--- src/rtl/raster_pkg.sv ---
// Shared rasterizer definitions: default screen geometry,
// pixel type and signed min/max helpers.
package raster_pkg;

  localparam int FRAC_W_DEF   = 4;
  localparam int PIX_W_DEF    = 10;
  localparam int SCREEN_W_DEF = 640;
  localparam int SCREEN_H_DEF = 480;

  typedef logic [PIX_W_DEF-1:0] pix_t;

  function automatic logic signed [31:0] smin(
    input logic signed [31:0] a,
    input logic signed [31:0] b
  );
    return (a < b) ? a : b;
  endfunction

  function automatic logic signed [31:0] smax(
    input logic signed [31:0] a,
    input logic signed [31:0] b
  );
    return (a > b) ? a : b;
  endfunction

endpackage

--- src/rtl/bbox_axis.sv ---
// One axis of the bounding-box pipeline: min/max over three
// vertices, floor to pixels, clip to [0, LIMIT], off-screen flag.
module bbox_axis
  import raster_pkg::*;
#(
  parameter int COORD_W = 16,
  parameter int FRAC_W  = FRAC_W_DEF,
  parameter int PIX_W   = PIX_W_DEF,
  parameter int LIMIT   = SCREEN_W_DEF - 1
) (
  input  logic                      clk,
  input  logic                      rst,
  input  logic                      adv,
  input  logic signed [COORD_W-1:0] a,
  input  logic signed [COORD_W-1:0] b,
  input  logic signed [COORD_W-1:0] c,
  output logic        [PIX_W-1:0]   pmin,
  output logic        [PIX_W-1:0]   pmax,
  output logic                      off
);

  localparam int PW = COORD_W - FRAC_W + 1;
  localparam logic signed [PW-1:0] LIM = PW'(LIMIT);

  typedef logic signed [COORD_W-1:0] crd_t;
  typedef logic signed [PW-1:0]      pxs_t;

  crd_t s1_min_q, s1_min_d;
  crd_t s1_max_q, s1_max_d;
  crd_t s1_c_q,   s1_c_d;
  crd_t s2_min_q, s2_min_d;
  crd_t s2_max_q, s2_max_d;
  logic [PIX_W-1:0] s3_min_q, s3_min_d;
  logic [PIX_W-1:0] s3_max_q, s3_max_d;
  logic             s3_off_q, s3_off_d;

  pxs_t lo;
  pxs_t hi;

  function automatic logic [PIX_W-1:0] clip(input pxs_t p);
    if (p < 0)        return '0;
    else if (p > LIM) return PIX_W'(LIM);
    else              return PIX_W'(p);
  endfunction

  always_comb begin
    s1_min_d = s1_min_q;
    s1_max_d = s1_max_q;
    s1_c_d   = s1_c_q;
    s2_min_d = s2_min_q;
    s2_max_d = s2_max_q;
    s3_min_d = s3_min_q;
    s3_max_d = s3_max_q;
    s3_off_d = s3_off_q;
    // floor(x / 2^FRAC_W) is just the sign-extended integer part
    lo = {s2_min_q[COORD_W-1], s2_min_q[COORD_W-1:FRAC_W]};
    hi = {s2_max_q[COORD_W-1], s2_max_q[COORD_W-1:FRAC_W]};
    if (adv) begin
      s1_min_d = crd_t'(smin(32'(a), 32'(b)));
      s1_max_d = crd_t'(smax(32'(a), 32'(b)));
      s1_c_d   = c;
      s2_min_d = crd_t'(smin(32'(s1_min_q), 32'(s1_c_q)));
      s2_max_d = crd_t'(smax(32'(s1_max_q), 32'(s1_c_q)));
      s3_min_d = clip(lo);
      s3_max_d = clip(hi);
      s3_off_d = (hi < 0) || (lo > LIM);
    end
  end

  always_ff @(posedge clk) begin
    if (rst) begin
      s1_min_q <= '0;
      s1_max_q <= '0;
      s1_c_q   <= '0;
      s2_min_q <= '0;
      s2_max_q <= '0;
      s3_min_q <= '0;
      s3_max_q <= '0;
      s3_off_q <= 1'b0;
    end else begin
      s1_min_q <= s1_min_d;
      s1_max_q <= s1_max_d;
      s1_c_q   <= s1_c_d;
      s2_min_q <= s2_min_d;
      s2_max_q <= s2_max_d;
      s3_min_q <= s3_min_d;
      s3_max_q <= s3_max_d;
      s3_off_q <= s3_off_d;
    end
  end

  assign pmin = s3_min_q;
  assign pmax = s3_max_q;
  assign off  = s3_off_q;

endmodule

--- src/rtl/tri_bbox_clip.sv ---
// Triangle bounding box: three-stage pipeline producing clipped
// pixel bounds with off-screen culling and a saturating cull count.
module tri_bbox_clip
  import raster_pkg::*;
#(
  parameter int COORD_W  = 16,
  parameter int FRAC_W   = FRAC_W_DEF,
  parameter int PIX_W    = PIX_W_DEF,
  parameter int SCREEN_W = SCREEN_W_DEF,
  parameter int SCREEN_H = SCREEN_H_DEF
) (
  input  logic               clk,
  input  logic               rst,
  input  logic               nd,
  output logic               us_rfd,
  input  logic [COORD_W-1:0] v1_posX,
  input  logic [COORD_W-1:0] v1_posY,
  input  logic [COORD_W-1:0] v2_posX,
  input  logic [COORD_W-1:0] v2_posY,
  input  logic [COORD_W-1:0] v3_posX,
  input  logic [COORD_W-1:0] v3_posY,
  input  logic               ds_rfd,
  output logic               rdy,
  output logic [PIX_W-1:0]   minX,
  output logic [PIX_W-1:0]   maxX,
  output logic [PIX_W-1:0]   minY,
  output logic [PIX_W-1:0]   maxY,
  output logic               culled,
  output logic [15:0]        cull_count
);

  logic adv;
  logic v1_q, v1_d;
  logic v2_q, v2_d;
  logic v3_q, v3_d;
  logic [15:0] cull_count_q, cull_count_d;

  logic [PIX_W-1:0] x_min, x_max;
  logic [PIX_W-1:0] y_min, y_max;
  logic             x_off, y_off;

  assign adv    = !(v3_q && !ds_rfd);
  assign us_rfd = adv;

  bbox_axis #(
    .COORD_W (COORD_W),
    .FRAC_W  (FRAC_W),
    .PIX_W   (PIX_W),
    .LIMIT   (SCREEN_W - 1)
  ) u_x (
    .clk  (clk),
    .rst  (rst),
    .adv  (adv),
    .a    (v1_posX),
    .b    (v2_posX),
    .c    (v3_posX),
    .pmin (x_min),
    .pmax (x_max),
    .off  (x_off)
  );

  bbox_axis #(
    .COORD_W (COORD_W),
    .FRAC_W  (FRAC_W),
    .PIX_W   (PIX_W),
    .LIMIT   (SCREEN_H - 1)
  ) u_y (
    .clk  (clk),
    .rst  (rst),
    .adv  (adv),
    .a    (v1_posY),
    .b    (v2_posY),
    .c    (v3_posY),
    .pmin (y_min),
    .pmax (y_max),
    .off  (y_off)
  );

  assign culled = x_off | y_off;

  always_comb begin
    v1_d = v1_q;
    v2_d = v2_q;
    v3_d = v3_q;
    if (adv) begin
      v1_d = nd;
      v2_d = v1_q;
      v3_d = v2_q;
    end
    cull_count_d = cull_count_q;
    if (v3_q && ds_rfd && culled && (cull_count_q != 16'hFFFF))
      cull_count_d = cull_count_q + 16'd1;
  end

  always_ff @(posedge clk) begin
    if (rst) begin
      v1_q         <= 1'b0;
      v2_q         <= 1'b0;
      v3_q         <= 1'b0;
      cull_count_q <= '0;
    end else begin
      v1_q         <= v1_d;
      v2_q         <= v2_d;
      v3_q         <= v3_d;
      cull_count_q <= cull_count_d;
    end
  end

  // a culled triangle reports an empty (all-zero) box
  assign rdy        = v3_q;
  assign minX       = culled ? '0 : x_min;
  assign maxX       = culled ? '0 : x_max;
  assign minY       = culled ? '0 : y_min;
  assign maxY       = culled ? '0 : y_max;
  assign cull_count = cull_count_q;

endmodule

--- config.mk ---
export PLATFORM = sky130hd
export DESIGN_NAME = tri_bbox_clip
export DESIGN_NICKNAME = d
export VERILOG_FILES = /design/src/rtl/raster_pkg.sv /design/src/rtl/bbox_axis.sv /design/src/rtl/tri_bbox_clip.sv
export SDC_FILE = /design/constraint.sdc
export NUM_CORES = 1
export LEC_CHECK = 0
export CORE_ASPECT_RATIO = 1.4
export CORE_MARGIN = 4
export CORE_UTILIZATION = 61
export CTS_CLUSTER_DIAMETER = 50
export DETAILED_ROUTE_END_ITERATION = 6
export HOLD_SLACK_MARGIN = 0.08
export PLACE_DENSITY = 0.86
export SYNTH_ARGS = -nofsm -noshare
export SYNTH_HDL_FRONTEND = slang
export SYNTH_SLANG_ARGS = --single-unit
--- constraint.sdc ---
create_clock -name clk -period 3.8 [get_ports clk]
set_input_delay 0.76 -clock clk [delete_from_list [all_inputs] [get_ports clk]]
set_output_delay 0.76 -clock clk [all_outputs]
set_load 0.01 [all_outputs]
==> results.yml <==
place:
  io_buffers: 158
  gp_congestion: 0.9029
  dp_hpwl_um: 26020
  place_inst: 2015
  post-place-ws_ns: 0.2503
cts:
  clock_latency_ns: 0.52
  cts-root-buf: "clkbuf_16"
  htreeDepth: 1
  cts_setup_buffers: 0
  cts_max_path_buffers: 3
  cts_resized: 0
  cts-hold-fix-buffers: 0
  numCtsBuffers: 23
  cts_sinks: 205
  clk_pin_slew_ns: 0.06
  cts_tree: "yes"
grt:
  grt_pass1_wl_um: 58910
  overflow: 0
  grt_use_total_pct: 28.84
  antenna_found_initial: 0
  grt_max_degree: 125
  grt_pass1_vias: 12160
floorplanning:
  row_count: 63
  die_w_um: 131.9
  boundaryPins: 159
  start_util_pct: 62.02
  design.die.area_um2: 23920
  core_um2: 21130
  die_y_um: 181.4
setup_path:
  worstPathCellList: "inv_1 > ha_1 > a21o_1 > nand3_1 > a21oi_1 > nor4_1 > o21ai_0 > a311oi_1"
  worst_r2r_path_depth: 8
  endpoint_kind: "flip-flop"
  crit_required_ns: 4.23
  critical_path_class: "flip-flop to flip-flop"
  cp_slowest_cell: "nor4_1"
  cp_max_fo: 12
  worst-r2r-setup-slack_ns: 0.60
  crit_path_max_incr_delay_ns: 1.02
  worst_setup_path_start_kind: "flip-flop"
  r2r-end: "u_x.s2_max_q[7]"
  arrival_ns: 3.63
  r2r_start: "u_x.s1_c_q[9]"
timing:
  slew_headroom_pct: 21.11
  hold_ws_ns: 0.4490
  tightest_slew_ns: 1.173
  final.min_clock_period_ns: 3.196
  finalSetupTns_ns: 0
  rsz0062_at_grt: "no"
  setup_viol: 0
  timing.final.crit_share_pct: 84.10
  setup_slack_ns: 0.6041
  hold_viol: 0
  finalClockSkew_ns: 0.007658
  maxSlewViolCount: 0
  clock.fmax_mhz: 312.9
worst_hold_path:
  worstHoldPathCells: 2
  min_to: "u_x.pmin[1]"
  hp-start: "u_x.pmin[1]"
  hp-class: "flip-flop to flip-flop"
cells_and_area:
  diodes: 0
  mostFrequentLayoutCells: "nor2_1 (223), dfxtp_1 (205), clkdlybuf4s50_1 (157)"
  area_delta_synth_final_pct: 18.60
  final_cells: 2056
  layout.nets: 1975
  drive_gt1_share_pct: 4.454
  final_common_cell: "nor2_1"
power_and_ir_drop:
  power_density_nw_per_um2: 447.4
  p_leak_nw: 6.545
  finalPower_mw: 6.951
  peakVddDrop_mv: 0.2927
yosys:
  synth_mux_area_share_pct: 2.445
  synth_area_per_cell_um2: 7.666
  synth_flop_cell: "dfxtp_1"
  synth-adder-area-share_pct: 9.073
  synth_compound_area_share_pct: 20.99
  synth_simple_gate_area_share_pct: 28.68
  syn-cell-area_um2: 13100
  yosysSeqAreaShare_pct: 31.32
  syn_inst: 1709
  synth_top_family_by_area: "simple AND/OR/NAND/NOR gates"
  syn-num-nets: 1904
  synth-xor-area-share_pct: 0.9359
  synth-seq-cells: 205
  synthArstFlopShare_pct: 0
  ys_types: 61
  synth_edf_count: 0
  ys_warn_count: 0
routing:
  top_layer: "met4"
  route.met2.wl_um: 18530
  m1WireLength_um: 14170
  drt-total-wl_um: 36500
  drc: 0
  wl_met3_um: 1829
  drtAntennaViolNets: 0
  vias_per_cell: 6.349
  drtPass1Iterations: 5
  wl_per_cell_um: 17.75
  vias: 13050
  drtIter0Drc: 1168
outcome:
  status: "finished, final reports clean"
run:
  maxCapViolations: 0
cell usage after synthesis (38+ instances only):
cell type | count | area share (%)
nor2_1 | 224 | 6.4
dfxtp_1 | 205 | 31
a21oi_1 | 130 | 5.0
nand2_1 | 111 | 3.2
clkbuf_1 | 109 | 3.1
ha_1 | 95 | 9.1
inv_1 | 73 | 2.1
nor3_1 | 70 | 2.7
or3_1 | 57 | 2.7
a211oi_1 | 53 | 3.0
nand3b_1 | 51 | 2.9
nor4_1 | 45 | 2.1
and2_1 | 44 | 2.1
nand3_1 | 42 | 1.6
o21ai_0 | 40 | 1.5
and3_1 | 38 | 1.8
registers in the layout, summed over array words and instances, names as in the netlist:
name	cells
u_x.s1_min_q	16
u_y.pmax	10
u_y.s1_c_q	16
u_y.s2_max_q	12
rdy	1
u_x.s1_c_q	16
u_x.pmin	10
u_x.pmax	10
u_y.off	1
u_x.s2_min_q	12
u_x.off	1
u_x.s2_max_q	12
u_y.pmin	10
v1_q	1
u_y.s1_max_q	16
v2_q	1
u_x.s1_max_q	16
u_y.s2_min_q	12
cull_count	16
u_y.s1_min_q	16
worst max path at each step:
stage | cells after the start | slack, ns | end | from
after floorplan | 11 | 0.98 | u_x.s1_max_q[10] | v2_posX[1]
after global placement | 9 | 0.34 | u_x.s1_max_q[3] | v2_posX[1]
after detailed placement | 9 | 0.25 | u_x.s1_max_q[6] | v2_posX[1]
after CTS | 9 | 0.79 | u_x.s1_max_q[6] | v2_posX[1]
after global routing | 8 | 0.39 | u_x.s2_max_q[7] | u_x.s1_c_q[9]
final | 8 | 0.60 | u_x.s2_max_q[7] | u_x.s1_c_q[9]
report_power, final:
part | internal [mW] | switching, mW
clock network | 1.42 | 0.908
registers | 2.42 | 0.241
logic | 0.924 | 1.04
metal layers:
layer / vias up / GRT usage, %
met3: 123 / 3.409
li1: 6318 / -
met2: 473 / 52.20
met1: 6139 / 32.82
met4: 0 / 15.89
met5: - / 0
stage by stage:
step           instance area, um^2  utilization [%]
6_report                     15540            73.55
5_1_grt                      15540            73.55
4_1_cts                      15540            73.55
3_5_place_dp                 14750            69.82
3_3_place_gp                 14750            69.82
2_1_floorplan                13100                -
area by class of cell:
cell class / count / area [um^2]
flip-flops and latches: 205 / 4104
clock inverters: 8 / 126.4
repair buffers: 192 / 1876
well taps: 260 / 325.3
inverters: 75 / 286.5
multi-input cells: 1283 / 8158
clock buffers: 33 / 663.1
fillers: 1651 / 5587
worst max-delay path, delay by kind of cell, from the launching register on:
family	cells	cell delay, ns
compound gates	4	1.03
fa+ha+maj	1	0.33
buf+inv	1	0.15
simple gates	2	1.10
flops	1	0.49
cells by family (layout without fill, tap and decap cells):
kind of cell | after synthesis | after routing
DFF | 205 | 205
muxes | 32 | 32
adders and majority gates | 95 | 95
xor gates and xnor gates | 14 | 14
and+or+nand+nor | 744 | 744
buffers and inverters | 221 | 308
AOI/OAI and AO/OA | 398 | 398
(Power assumes the default switching activity.)
